$ cat config.mk
export PLATFORM = sky130hd
export DESIGN_NAME = alu_op_sequencer
export DESIGN_NICKNAME = d
export VERILOG_FILES = /design/src/rtl/alu_op_sequencer.sv
export SDC_FILE = /design/constraint.sdc
export NUM_CORES = 1
export LEC_CHECK = 0
export CAP_MARGIN = 15
export CELL_PAD_IN_SITES_DETAIL_PLACEMENT = 2
export CELL_PAD_IN_SITES_GLOBAL_PLACEMENT = 2
export CORE_UTILIZATION = 24
export CTS_CLUSTER_SIZE = 12
export DETAILED_ROUTE_END_ITERATION = 8
export HOLD_SLACK_MARGIN = 0.08
export PLACE_DENSITY_LB_ADDON = 0.1
export SLEW_MARGIN = 20
export SYNTH_ARGS = -nofsm -noshare
export SYNTH_HDL_FRONTEND = slang
export SYNTH_SLANG_ARGS = --single-unit
$ cat constraint.sdc
create_clock -name clk -period 3.94 [get_ports clk]
set_input_delay 0.788 -clock clk [delete_from_list [all_inputs] [get_ports clk]]
set_output_delay 0.788 -clock clk [all_outputs]
set_load 0.005 [all_outputs]
$ cat src/rtl/alu_op_sequencer.sv
// Purpose: clocked front end for a 4-bit 16-function ALU; issues one op, waits, captures result/carry/decode check.
// Latency: rsp_valid rises after edge N+SETTLE_CYCLES+1 (N = accept edge); one op in flight at a time.
// Backpressure: req_ready only in IDLE; response held stable in RESP until rsp_ready.
// Option: define ALU_SEQ_SELFCHECK_EN to build the alu_e one-hot re-encode check; otherwise rsp_sel_err = 0.
module alu_op_sequencer #(
  parameter int WIDTH         = 4,
  parameter int SETTLE_CYCLES = 1
) (
  input  logic             clk,
  input  logic             rst_n,
  input  logic             req_valid,
  output logic             req_ready,
  input  logic [3:0]       req_op,
  input  logic [WIDTH-1:0] req_a,
  input  logic [WIDTH-1:0] req_b,
  output logic [3:0]       alu_sel,
  output logic [WIDTH-1:0] alu_a,
  output logic [WIDTH-1:0] alu_b,
  input  logic [15:0]      alu_e,
  input  logic [WIDTH-1:0] alu_result,
  input  logic             alu_cout,
  output logic             rsp_valid,
  input  logic             rsp_ready,
  output logic [3:0]       rsp_op,
  output logic [WIDTH-1:0] rsp_result,
  output logic             rsp_cout,
  output logic             rsp_sel_err,
  output logic             busy
);

  // The settle counter is 4 bits; anything outside 0..15 cannot be represented.
  if (SETTLE_CYCLES < 0 || SETTLE_CYCLES > 15) begin : g_bad_settle
    $error("alu_op_sequencer: SETTLE_CYCLES=%0d outside legal range 0..15", SETTLE_CYCLES);
  end

  localparam logic [3:0] LP_SETTLE = 4'(SETTLE_CYCLES);

  typedef enum logic [1:0] {
    S_IDLE   = 2'd0,
    S_SETTLE = 2'd1,
    S_RESP   = 2'd2
  } state_t;

  state_t           r_state;
  state_t           w_state_nxt;
  logic [3:0]       r_cnt;
  logic             w_accept;
  logic             w_capture;
  logic             w_sel_err;

  logic [3:0]       r_alu_sel;
  logic [WIDTH-1:0] r_alu_a;
  logic [WIDTH-1:0] r_alu_b;
  logic [3:0]       r_rsp_op;
  logic [WIDTH-1:0] r_rsp_result;
  logic             r_rsp_cout;
  logic             r_rsp_sel_err;

  // State register; reset aborts any op in flight and drops a pending response.
  always_ff @(posedge clk or negedge rst_n) begin
    if (!rst_n) begin
      r_state <= S_IDLE;
    end else begin
      r_state <= w_state_nxt;
    end
  end

  // Next-state and strobes: accept only in IDLE, capture when the settle count is exhausted.
  always_comb begin
    w_state_nxt = r_state;
    w_accept    = 1'b0;
    w_capture   = 1'b0;
    case (r_state)
      S_IDLE: begin
        if (req_valid) begin
          w_accept    = 1'b1;
          w_state_nxt = S_SETTLE;
        end
      end
      S_SETTLE: begin
        if (r_cnt == 4'd0) begin
          w_capture   = 1'b1;
          w_state_nxt = S_RESP;
        end
      end
      S_RESP: begin
        // Return to IDLE only; the next request is taken a cycle later.
        if (rsp_ready) begin
          w_state_nxt = S_IDLE;
        end
      end
      default: begin
        w_state_nxt = S_IDLE;
      end
    endcase
  end

  // Settle counter: loaded on accept, counts down while the ALU inputs are held.
  always_ff @(posedge clk or negedge rst_n) begin
    if (!rst_n) begin
      r_cnt <= 4'd0;
    end else if (w_accept) begin
      r_cnt <= LP_SETTLE;
    end else if (r_state == S_SETTLE && r_cnt != 4'd0) begin
      r_cnt <= r_cnt - 4'd1;
    end
  end

  // Issue registers: ALU drive and op tag hold until the next accept.
  always_ff @(posedge clk or negedge rst_n) begin
    if (!rst_n) begin
      r_alu_sel <= 4'd0;
      r_alu_a   <= '0;
      r_alu_b   <= '0;
      r_rsp_op  <= 4'd0;
    end else if (w_accept) begin
      r_alu_sel <= req_op;
      r_alu_a   <= req_a;
      r_alu_b   <= req_b;
      r_rsp_op  <= req_op;
    end
  end

  // Response registers: sampled once at capture; not cleared on return to IDLE.
  always_ff @(posedge clk or negedge rst_n) begin
    if (!rst_n) begin
      r_rsp_result  <= '0;
      r_rsp_cout    <= 1'b0;
      r_rsp_sel_err <= 1'b0;
    end else if (w_capture) begin
      r_rsp_result  <= alu_result;
      r_rsp_cout    <= alu_cout;
      r_rsp_sel_err <= w_sel_err;
    end
  end

`ifdef ALU_SEQ_SELFCHECK_EN
  logic [3:0] w_enc;
  logic       w_onehot;

  // 16-to-4 priority encoder over the ALU decode; the highest set bit wins.
  always_comb begin
    w_enc = 4'd0;
    for (int k = 0; k < 16; k++) begin
      if (alu_e[k]) begin
        w_enc = 4'(k);
      end
    end
  end

  // Exactly one bit set: non-zero and clearing the lowest set bit leaves nothing.
  assign w_onehot  = (alu_e != 16'd0) && ((alu_e & (alu_e - 16'd1)) == 16'd0);
  assign w_sel_err = !w_onehot || (w_enc != r_rsp_op);
`else
  logic w_unused_alu_e;
  assign w_unused_alu_e = ^alu_e;
  assign w_sel_err      = 1'b0;
`endif

  assign req_ready   = (r_state == S_IDLE);
  assign busy        = (r_state != S_IDLE);
  assign rsp_valid   = (r_state == S_RESP);
  assign alu_sel     = r_alu_sel;
  assign alu_a       = r_alu_a;
  assign alu_b       = r_alu_b;
  assign rsp_op      = r_rsp_op;
  assign rsp_result  = r_rsp_result;
  assign rsp_cout    = r_rsp_cout;
  assign rsp_sel_err = r_rsp_sel_err;

endmodule

# --- After elaboration in Yosys (flattened, before gate mapping) ---
# Cells that the tools add are included.
word_totals:
  register_bits: 23
  out_inout_bits: 25
  wordCells: 30
  inputBits: 37
op_classes:
  mux: 10
  addsub: 1
  eq_ne: 5
  n_reduce_logical: 7
op_table:
  columns: ["cell", "n"]
  rows:
  - ["$mux W4", 2]
  - ["$mux W2", 3]
  - ["$pmux W2 S3", 1]
  - ["$logic_not A4 Y1", 1]
  - ["$mux W1", 4]
  - ["$ne A2 B2 Y1 const B", 2]
  - ["$reduce_bool A2 Y1", 2]
  - ["$reduce_bool A4 Y1", 1]
  - ["$sub A4 B1 Y4 const B", 1]
  - ["$reduce_and A3 Y1", 1]
  - ["$eq A2 B1 Y1 const B", 1]
  - ["$eq A2 B2 Y1 const B", 1]
  - ["$logic_not A2 Y1", 1]
  - ["$ne A2 B1 Y1 const B", 1]
  - ["$logic_and A1 B1 Y1", 1]

# --- Depth between registers and ports, before layout ---
# Gate-level depths: netlist (run 1).
depth:
  ltp_word: 4
  ltp_mapped: 5

# --- Worst setup path before layout (run 1) ---
# Ideal clock, no wire load.
synth_path:
  kind: "input-to-reg"
  start: "input req_valid"
  end: "register r_alu_a[0], in the netlist alu_a[0]"
  arrival_ps: 1572
  path_slack_ps: 2243
  stages: 3
  path_buffers: 1
  required_time_ps: 3815
  path_cell_list: "nor3b_4 buf_8 mux2_4"
synth_between:
  elab_chain_cells: 2
synth_lines:
  columns: ["element", "line_no", "rtl"]
  rows:
  - ["start: declaration", "11", "input logic req_valid,"]
  - ["$mux W1", "75", "if (req_valid) begin"]
  - ["$mux W1", "73", "case (r_state)"]
  - ["end signal: assignment", "118", "r_alu_a <= req_a;"]
  - ["end: declaration", "52", "logic [WIDTH-1:0] r_alu_a;"]
# Every way passes these cells.
# A chain may end at the register's enable or synchronous reset.

# --- Worst setup path after layout (run 1) ---
layout_path:
  start: "register r_state[1]"
  end: "output req_ready"
layout_between:
  elab_chain_cells: 1
layout_lines:
  columns: ["element", "line_no", "rtl"]
  rows:
  - ["start: declaration", "44", "state_t r_state;"]
  - ["start signal: assignment", "64", "r_state <= w_state_nxt;"]
  - ["$logic_not A2 Y1", "160", "assign req_ready = (r_state == S_IDLE);"]
  - ["end: declaration", "12", "output logic req_ready,"]
# Every way passes these cells.

==> results of run 1 <==
sequential cells by signal (all words and copies together) (netlist names):
register and count:
rsp_op 4, alu_b 4, r_state 2, rsp_cout 1, r_cnt 4, rsp_result 4, alu_a 4
through the flow:
stage / cell area [um^2] / worst slack (ns)
finish: 1550 / 1.54
global route: 1550 / 1.45
CTS: 1550 / 1.52
detailed placement: 1500 / 1.67
global placement: 1500 / 1.72
floorplan: 1050 / 2.24
layer usage:
metal | share of wire | wire length [um] | vias to the layer above | track usage
met5 | 0 | 0 | - | 0
met1 | 0.41 | 989 | 379 | 0.143
met4 | 0.010 | 25 | 0 | 0.0391
met3 | 0.047 | 115 | 2 | 0.0383
met2 | 0.54 | 1310 | 23 | 0.223
li1 | - | - | 338 | -
cell families (layout without fill, tap and decap cells):
| kind of cell | Yosys count | after routing |
|---|---|---|
| AOI/OAI and AO/OA | 5 | 5 |
| DFF | 23 | 23 |
| buffers and inverters | 11 | 54 |
| adders and majority gates | 2 | 2 |
| and+or+nand+nor | 14 | 14 |
| other | 1 | 1 |
| muxes | 20 | 20 |
worst register-to-register path, delay by kind of cell (launching register included):
kind / cells / cell delay (ns)
simple gates: 2 / 0.51
mux: 1 / 0.31
buf+inv: 1 / 0.09
fa+ha+maj: 1 / 0.20
flops: 1 / 0.42
power groups by stage:
stage / sequential, W / combinational, W / clock, W
floorplan: 0.000444 / 0.000329 / 0
global placement: 0.000443 / 0.000619 / 0
detailed placement: 0.000452 / 0.000639 / 0
CTS: 0.000450 / 0.000642 / 0.000162
global route: 0.000467 / 0.000685 / 0.000172
finish: 0.000447 / 0.000626 / 0.000152
cells in the mapped netlist:
library cell / number / share of area
nor2_1: 2 / 0.0072
buf_4: 5 / 0.036
nor3_1: 3 / 0.014
conb_1: 1 / 0.0036
nor3b_4: 1 / 0.018
ha_1: 2 / 0.024
or2_2: 2 / 0.012
mux2_4: 7 / 0.10
o21ai_0: 3 / 0.014
nand2b_1: 2 / 0.012
inv_1: 5 / 0.018
mux2_2: 10 / 0.11
a31oi_1: 1 / 0.0060
nand2_2: 1 / 0.0060
nor2b_2: 1 / 0.0084
dfrtp_1: 23 / 0.55
mux2i_1: 3 / 0.029
nand2_1: 1 / 0.0036
buf_8: 1 / 0.014
nor3b_1: 1 / 0.0072
a311oi_1: 1 / 0.0084
final cells by class:
class                      count  area [um^2]
fill                         432         2540
timing repair buffer          45          443
clock buffer                   3         41.3
clock inverter                 1         7.51
tap                           50         62.6
inverter                       5         18.8
sequential                    23          576
multi-input combinational     42          399
placed cells by master, fill, tap and decap left out, types with 3 or more instances in the layout:
cell type         n
inv_1             5
nor3_1            3
mux2i_1           3
clkbuf_8          3
clkdlybuf4s50_1  43
o21ai_0           3
dfrtp_1          23
mux2_4            7
mux2_2           10
final timing paths:
path / start / end / slack (ns) / cells past startpoint
max: r_state[1] / req_ready / 1.54 / 3
min: rst_n / rsp_op[2] / 0.49 / 1
max reg2reg: r_cnt[0] / rsp_result[0] / 2.31 / 5
min reg2reg: rsp_result[2] / rsp_result[2] / 0.52 / 1
max in group asynchronous: rst_n / r_state[1] / 3.10 / 1
min in group clk: rsp_result[2] / rsp_result[2] / 0.52 / 1
==> flow_summary.toml, run 1 <==
[outcome]
status = "completed"

[sta]
min_period_ns = 2.40
setup-violations-final = 0
finalMaxSlewViolations = 0
hold_viol = 0
fmax_ghz = 0.416
worst_pin_slew_ns = 0.529
holdWs_ns = 0.488
relSlewSlack = 0.648
finClkSkew_ns = 0.00407
fin_crit_sh = 0.610
finalSetupTns_ns = 0
rsz0062_at_grt = "false"

[layout]
utilization = 0.379
diodes = 0
final_nets = 159
area_delta_synth_final_pct = 48.0
stdcell_count = 169
drive_gt1_frac = 0.235

[clocking]
cts_setup_buffers = 0
cts_made_buffers = 3
clock_path_buffers = 2
path_clk_slew_ns = 0.09
ctsRootBufferMaster = "clkbuf_8"
cts_tree = "yes"
clk-insertion-delay-late_ns = 0.27
cts_hold_buf = 0
cts.htree.levels = 1
clock-sinks = 23
cts.repair.resized = 0

[pwr]
seqPwrFrac = 0.365
ir_drop_uv = 302
p_int_w = 0.000847
p_switching_w = 0.000378
power_frac_comb = 0.511
swShare = 0.308
p_leak_nw = 0.664
power_w = 0.00123
pwr-share-clk = 0.124
cellPowerDensity_nw_per_um2 = 791

[logic_synthesis]
synth_simple_gate_area_frac = 0.0885
synthAdderAreaFrac = 0.0239
yosysWarnings = 0
synth_compound_area_frac = 0.0287
synth_fp_nets = 115
yosysUniqueCellTypes = 21
netlist_area_um2 = 1050
synth_xor_area_frac = 0
synth_top_family_by_area = "multiplexers"
synth.avg_cell_area_um2 = 13.8
synthCells = 76
ys_seq_elements = 23
muxShareOfSynthArea = 0.237
synth_seq_area_share = 0.550

[detailed_routing]
totalWireLength_um = 2440
wl_per_cell_um = 14.4
vias_per_cell = 4.39
vias = 742
drt_iter0_drc = 33
dr.pass1.iters = 3
drc_errors = 0
ant_nets = 0

[critical_path]
cpLargestDelayFamily = "buffers and inverters"
path_class = "reg -> out"
crit_path_max_incr_delay_ns = 0.49
cp.required_ns = 3.15
crit_chain = "or2_2, inv_1, clkdlybuf4s50_1"
cp.arrival_ns = 1.62
cp.buffers_inverters = 2
crit_path_end_kind = "primary output"
cp_max_fo = 7
critPathLaunchType = "flip-flop"
critPathSlowestCell = "dfrtp_1"

[grt]
antenna_found_initial = 0
grt.overflow.total = 0
grt_max_degree = 24
grtUsageTotal = 0.126
grt_pass1_vias = 788
grt_pass1_wl_um = 4110

[die]
die_h_um = 68.0
initial_utilization = 0.256
core_area_um2 = 4090
ios = 62
die_w_um = 68.0
row_count = 23
dieArea_um2 = 4630

[placement]
place.gp.congestion = 0.703
place_hpwl_um = 1840
io_buffers = 44
dpl.cell_count = 165

[hold_path]
min_path_type = "in -> async"

[job]
maxCapViolations = 0
Note: power is estimated with default switching activity, not from simulation.
==> run 2, diff against run 1 <==
- CORE_UTILIZATION: 24 -> 20
- clock period: 3.94 -> 2 ns (I/O delays scaled with it)
==> flow_summary.toml, run 2 (synthesis gave the netlist of run 1 again) <==
[pwr]
ir_drop_uv = 569
swShare = 0.302
p_int_w = 0.00173
p_switching_w = 0.000745
cellPowerDensity_nw_per_um2 = 1530
power_frac_comb = 0.534
seqPwrFrac = 0.346
pwr-share-clk = 0.119
p_leak_nw = 0.688

[die]
ios = 62
row_count = 25
initial_utilization = 0.214
dieArea_um2 = 5520
die_h_um = 74.3
core_area_um2 = 4880
die_w_um = 74.3

[detailed_routing]
vias = 762
vias_per_cell = 4.01
ant_nets = 0
drc_errors = 0
drt_iter0_drc = 5
wl_per_cell_um = 13.2
dr.pass1.iters = 2
totalWireLength_um = 2510

[placement]
io_buffers = 44
place_hpwl_um = 1860
dp_slack_ns = 0.147
place_area_um2 = 1560
place.gp.congestion = 0.661

[grt]
grtUsageTotal = 0.0982
antenna_found_initial = 0
grt_pass1_wl_um = 3920
grt_pass1_vias = 838
grt.overflow.total = 0
grt_max_degree = 24

[hold_path]
min_path_type = "in -> async"

[critical_path]
cp.required_ns = 1.60
cp.buffers_inverters = 2
crit_path_end_kind = "primary output"
critPathSlowestCell = "clkdlybuf4s50_1"
critPathLaunchType = "flip-flop"
cpLargestDelayFamily = "buffers and inverters"
cp.arrival_ns = 1.55
crit_chain = "or2_2, inv_1, clkdlybuf4s50_1"
crit_path_max_incr_delay_ns = 0.49
rrSetupSlack_ns = 0.31
path_class = "reg -> out"
cp_max_fo = 4

[layout]
diodes = 0
fillers = 549
area_delta_synth_final_pct = 54.3
final_cell_mix = "clkdlybuf4s50_1, dfrtp_1, mux2_2"
layout_commonest_cell = "clkdlybuf4s50_1"
final_cell_area_um2 = 1610
final_nets = 163
drive_gt1_frac = 0.252

[job]
maxCapViolations = 0

[clocking]
ctsRootBufferMaster = "clkbuf_8"
cts_tree = "yes"
clk-insertion-delay-late_ns = 0.26
cts.htree.levels = 1
cts_made_buffers = 3
cts_hold_buf = 0
clock_path_buffers = 2
path_clk_slew_ns = 0.09
clock-sinks = 23

[sta]
post-route-worst-setup-slack_ns = 0.0522
finClkSkew_ns = 0.00532
finalSetupTns_ns = 0
hold_viol = 0
min_period_ns = 1.95
finalMaxSlewViolations = 0
fmax_ghz = 0.513
setup-violations-final = 0
rsz0062_at_grt = "false"
fin_crit_sh = 0.974

[outcome]
status = "completed"
## run 2: cell types whose count changed in the layout (fill, tap and decap cells not counted)
| cell | previous run | this run |
|---|---|---|
| clkbuf_1 | 0 | 1 |
| buf_2 | 1 | 0 |
| dfrtp_2 | 0 | 1 |
| clkinvlp_4 | 1 | 0 |
| clkdlybuf4s50_1 | 43 | 44 |
| buf_4 | 1 | 4 |
| buf_12 | 0 | 1 |
| dfrtp_1 | 23 | 22 |
## run 2: per-layer routing
metal  up-vias  GRT usage  wire length (um)
li1        342          -                 -
met1       401      0.111              1010
met2        17      0.168              1350
met3         2     0.0420               129
met4         0     0.0314                27
met5         -          0                 0
## run 2: stage by stage
| step | std cells | total power (W) | hold WS (ns) | util |
|---|---|---|---|---|
| 3_5_place_dp | 185 | 0.00219 | 0.498 | 0.320 |
| 2_1_floorplan | 76 | 0.00152 | 0.104 | - |
| 3_3_place_gp | 185 | 0.00216 | 0.491 | 0.320 |
| 6_report | 190 | 0.00247 | 0.491 | 0.331 |
| 5_1_grt | 190 | 0.00265 | 0.501 | 0.331 |
| 4_1_cts | 189 | 0.00252 | 0.499 | 0.329 |
## run 2: final cells by class
| type | count | area (um^2) | area share |
|---|---|---|---|
| clock buffer | 4 | 45.0 | 0.0279 |
| tap | 67 | 83.8 | 0.0519 |
| timing repair buffer | 49 | 490 | 0.304 |
| sequential | 23 | 577 | 0.357 |
| multi-input combinational | 42 | 399 | 0.247 |
| inverter | 5 | 18.8 | 0.0116 |
## run 2: path summary, 6_finish.rpt
path | start | end | cells after the start
max in group asynchronous | rst_n | r_state[0] | 2
max reg2reg | r_cnt[0] | rsp_result[0] | 5
max | r_state[0] | req_ready | 3
min | rst_n | alu_a[2] | 2
min in group clk | rsp_result[2] | rsp_result[2] | 1
min reg2reg | rsp_result[2] | rsp_result[2] | 1
## run 2: worst reg2reg max path, delay by kind of cell (launching register included)
family / cells / cell delay, ns
simple gates: 2 / 0.56
flops: 1 / 0.43
mux: 1 / 0.31
fa+ha+maj: 1 / 0.19
buf+inv: 1 / 0.10
## run 2: timing repair
item	4_1_cts	5_1_grt
setup buffers	0	1
endpoints found under the setup margin	1	1
pin swaps	0	0
gates resized for setup	1	0
## run 2: power groups by stage
stage          clock network [W]  logic [W]  registers (W)
2_1_floorplan                  0   0.000648       0.000875
3_3_place_gp                   0    0.00130       0.000861
3_5_place_dp                   0    0.00132       0.000876
4_1_cts                 0.000313    0.00133       0.000872
5_1_grt                 0.000331    0.00143       0.000893
6_report                0.000294    0.00132       0.000857
==> run 3, diff against run 2 <==
- CORE_MARGIN: unset -> 3
==> flow_summary.toml, run 3 (synthesis gave the netlist of run 1 again) <==
[clocking]
cts_made_buffers = 3
path_clk_slew_ns = 0.08
clock_path_buffers = 2
clock-sinks = 23
cts_tree = "yes"
cts_hold_buf = 0
cts.htree.levels = 1
clk-insertion-delay-late_ns = 0.27
ctsRootBufferMaster = "clkbuf_8"

[critical_path]
cp_max_fo = 3
path_class = "reg -> out"
r2r_end = "rsp_result[2]"
rr_worst_depth = 5
critPathLaunchType = "flip-flop"
crit_path_end_kind = "primary output"
cp.arrival_ns = 1.48
cp.required_ns = 1.60
r2r-start = "r_cnt[0]"
rrSetupSlack_ns = 0.35

[sta]
min_period_ns = 1.88
fin_crit_sh = 0.940
finalSetupTns_ns = 0
hold_viol = 0
rsz0062_at_grt = "false"
finClkSkew_ns = 0.00287
fmax_ghz = 0.532
post-route-worst-setup-slack_ns = 0.120
finalMaxSlewViolations = 0
holdWs_ns = 0.484
setup-violations-final = 0

[die]
dieArea_um2 = 6130
die_h_um = 78.3
row_count = 25
core_area_um2 = 4880
ios = 62
initial_utilization = 0.214
die_w_um = 78.3

[detailed_routing]
drt_iter0_drc = 16
totalWireLength_um = 2490
vias = 763
vias_per_cell = 3.99
ant_nets = 0
dr.pass1.iters = 3
wl_per_cell_um = 13.1
drc_errors = 0

[layout]
layout_commonest_cell = "clkdlybuf4s50_1"
final_cell_mix = "clkdlybuf4s50_1, dfrtp_1, mux2_2"
final_nets = 164
area_delta_synth_final_pct = 55.3
drive_gt1_frac = 0.266
diodes = 0

[placement]
dp_slack_ns = 0.157
io_buffers = 44
place.gp.congestion = 0.671
place_hpwl_um = 1940

[job]
maxCapViolations = 0

[outcome]
status = "completed"

[grt]
grt.overflow.total = 0
antenna_found_initial = 0
grt_pass1_vias = 898
grtUsageTotal = 0.0916
grt_max_degree = 24
grt_pass1_wl_um = 4400

[hold_path]
min_path_type = "in -> async"

[pwr]
ir_drop_uv = 416
cellPowerDensity_nw_per_um2 = 1530
p_leak_nw = 0.702
## run 3: cell types whose count changed in the layout (fill, tap and decap cells not counted)
cell             before  now
buf_4                 4    5
clkdlybuf4s50_1      44   43
dlymetal6s2s_1        0    1
inv_1                 5    4
inv_2                 0    1
## run 3: timing repair
item / CTS / global route
pin swaps: 0 / 0
resized for setup: 1 / 2
setup buffers: 2 / 0
endpoints found under the setup margin: 1 / 2
## run 3: power by group
group	leakage (nW)	internal, W	switching, W
registers	0.273	0.000704	0.000146
logic	0.406	0.000889	0.000445
clock network	0.0228	0.000142	0.000151
total	0.702	0.00174	0.000742
## run 3: final cells by class
class / count / area, um^2
fillers: 550 / 3260
flip-flops and latches: 23 / 577
repair buffers: 50 / 500
multi-input cells: 42 / 399
well taps: 67 / 83.8
clock buffers: 4 / 45.0
inverters: 5 / 18.8
## run 3: metal layers
layer	up-vias	wire [um]	GRT usage
met3	4	132	0.0287
met1	397	973	0.102
met4	0	36	0.0367
met2	16	1350	0.161
li1	346	-	-
met5	-	0	0
## run 3: how the worst max path moves through the flow
stage | endpoint | slack, ns | start | cells past startpoint
after global placement | alu_a[2] | 0.15 | req_valid | 4
final | rsp_valid | 0.12 | r_state[0] | 5
after global routing | rsp_valid | 0.02 | r_state[0] | 5
after CTS | req_ready | 0.03 | r_state[0] | 3
after detailed placement | alu_a[2] | 0.16 | req_valid | 4
after floorplan | rsp_cout | 0.57 | r_cnt[0] | 5
## run 3: per-stage QoR
stage,cells,utilization,power [W],instance area [um^2]
global placement,185,0.320,0.00217,1560
global route,191,0.333,0.00270,1620
CTS,191,0.332,0.00255,1620
finish,191,0.333,0.00248,1620
floorplan,76,-,0.00152,1050
detailed placement,185,0.320,0.00220,1560
## run 3: worst max-delay path, cell delays in order (launching register included)
cell and delay [ns]:
dfrtp_2 0.41, buf_4 0.14, inv_2 0.06, nand2_1 0.06, inv_1 0.05, clkdlybuf4s50_1 0.50
==> RTL edit, RTL diff (config.mk and constraints of run 3) <==
The parameter `WIDTH` goes from 4 to 5.
--- a/src/rtl/alu_op_sequencer.sv
+++ b/src/rtl/alu_op_sequencer.sv
@@ -5,3 +5,3 @@
 module alu_op_sequencer #(
-  parameter int WIDTH         = 4,
+  parameter int WIDTH         = 5,
   parameter int SETTLE_CYCLES = 1
Ports: changed (6 resized); port bits go from 62 to 68. The function was not compared with the original's and may differ.
==> RTL edit against run 3 <==
Total power grew 12%; clock power grew 16%; area after synthesis grew 12%; combinational power grew 11%; sequential cell count grew 3; count of clock-buffer cells in the layout is the same; wire length grew 11%; die area grew 11%; setup slack lost 40 ps; hold slack gained 8.7 ps; cell area grew 12%; synthesized cell count grew 9.2%; critical path depth shrank 2; non-clock buffer count grew 5.
==> RTL edit: results (changes against run 3) <==
run status=complete, no violations; Worst R2R Path Depth=5 (unchanged); Tot Pwr=2.77 mW (+12%); met2 wire length=1.43 mm (+5.8%); DP HPWL=2.09 mm (+7.7%); Setup Skew=2.51 ps (-0.363 ps); WHS=492 ps (+8.66 ps); Synth area leaders=dfrtp_1 55%, mux2_2 12%, mux2_4 10%, buf_4 3.2%, ha_1 2.1%; R2R Path End=rsp_result[4]; DR WL/cell=13.4 um (+2.5%); GPL Wtd Cong=0.623 (-7.2%); sequential share of the synthesized area=55.5% (+0.47 points); RR Startpoint=r_state[1]; length of routed wiring on met1=1.21 mm (+25%); initial drt markers=12 (-4); crit-path max FO=2 (-1); vias=825 (+8.1%); first-pass GRT wire length=4.47 mm (+1.6%); final cell count without fillers=207 (+8.4%); post-layout net count=178 (+8.5%); Filler Cell Count=585 (+6.4%); CP arrival=1520 ps (+40 ps); Antenna Cells=0 (unchanged); root buffer cell=clkbuf_8; vias in the first global route=934 (+4.0%); post-synthesis cell type count=24 (+14%); clock edge transition at the registers on the reported setup and hold paths=90 ps; Total GRT Usage=8.75% (-0.41 points); Reg2Reg Setup Slack=430 ps (+80 ps); Post-synth top cells=26 x dfrtp_1, 12 x mux2_2, 8 x mux2_4; Pre-antenna DRT Iters=2 (-1); ratio of cells with drive above 1 in the final layout=25.9% (-0.69 points); total number of yosys warnings=0 (unchanged); largest net degree at the start of global routing=27 (+13%); Switching Fraction=29.8% (-0.15 points); clock latency on the worst-skew pair=270 ps (about the same); P_leak=0.773 nW (+10%); Mapped Nets=125 (+8.7%); detailed-routed wire length on met3=103 um (-22%); Worst VDD drop=0.000463 V (+11%); Mapped Cells=83 (+9.2%); placed cells=201 (+8.6%); Port-buffer cells=50 (+14%)
[RTL edit: worst max-delay path by stage]
stage,start,cells after the start,to
6_report,r_state[1],3,req_ready
5_1_grt,r_state[0],3,req_ready
4_1_cts,r_state[0],3,req_ready
3_5_place_dp,req_valid,4,rsp_op[1]
3_3_place_gp,req_valid,4,alu_b[1]
2_1_floorplan,r_cnt[0],5,r_state[0]
[RTL edit: kinds of logic after synthesis]
kind of cell	count (synthesis)	synth area share, %
AO/OA/AOI/OAI	6	4.27
adder cells (fa/ha/maj)	2	2.13
buffers and inverters	13	6.83
flip-flops	26	55.5
multiplexers	22	23.5
other	1	0.320
AND/OR/NAND/NOR	13	7.47
[RTL edit: layer usage]
metal	up-vias	GRT usage [%]
met1	418	11.2
met3	2	2.39
li1	381	-
met4	0	2.94
met2	24	14.2
met5	-	0
[RTL edit: power by group through the flow]
stage	clock network, mW	logic (mW)	registers (mW)
final	0.342	1.48	0.951
after global routing	0.384	1.61	0.996
after CTS	0.363	1.52	0.960
after detailed placement	0	1.47	0.980
after global placement	0	1.44	0.969
after floorplan	0	0.727	0.976
[RTL edit: through the flow]
stage,area [um^2],setup WS (ps)
3_5_place_dp,1740,212
3_3_place_gp,1740,216
2_1_floorplan,1170,576
5_1_grt,1810,24.0
4_1_cts,1810,57.7
6_report,1810,79.5
[RTL edit: critical path: stages (launching register included)]
cell,delay [ps]
dfrtp_2,410
or2_2,290
inv_1,70
clkdlybuf4s50_1,490
[RTL edit: what timing repair did]
item,4_1_cts,5_1_grt
gates resized for setup,1,0
setup endpoints to repair,1,0
setup buffers,2,0
[RTL edit: final cells by class]
class	instances	area share (%)
timing repair buffer	55	30.4
multi-input combinational	44	24.4
tap	72	4.97
clock buffer	4	3.04
inverter	6	1.24
sequential	26	36.0
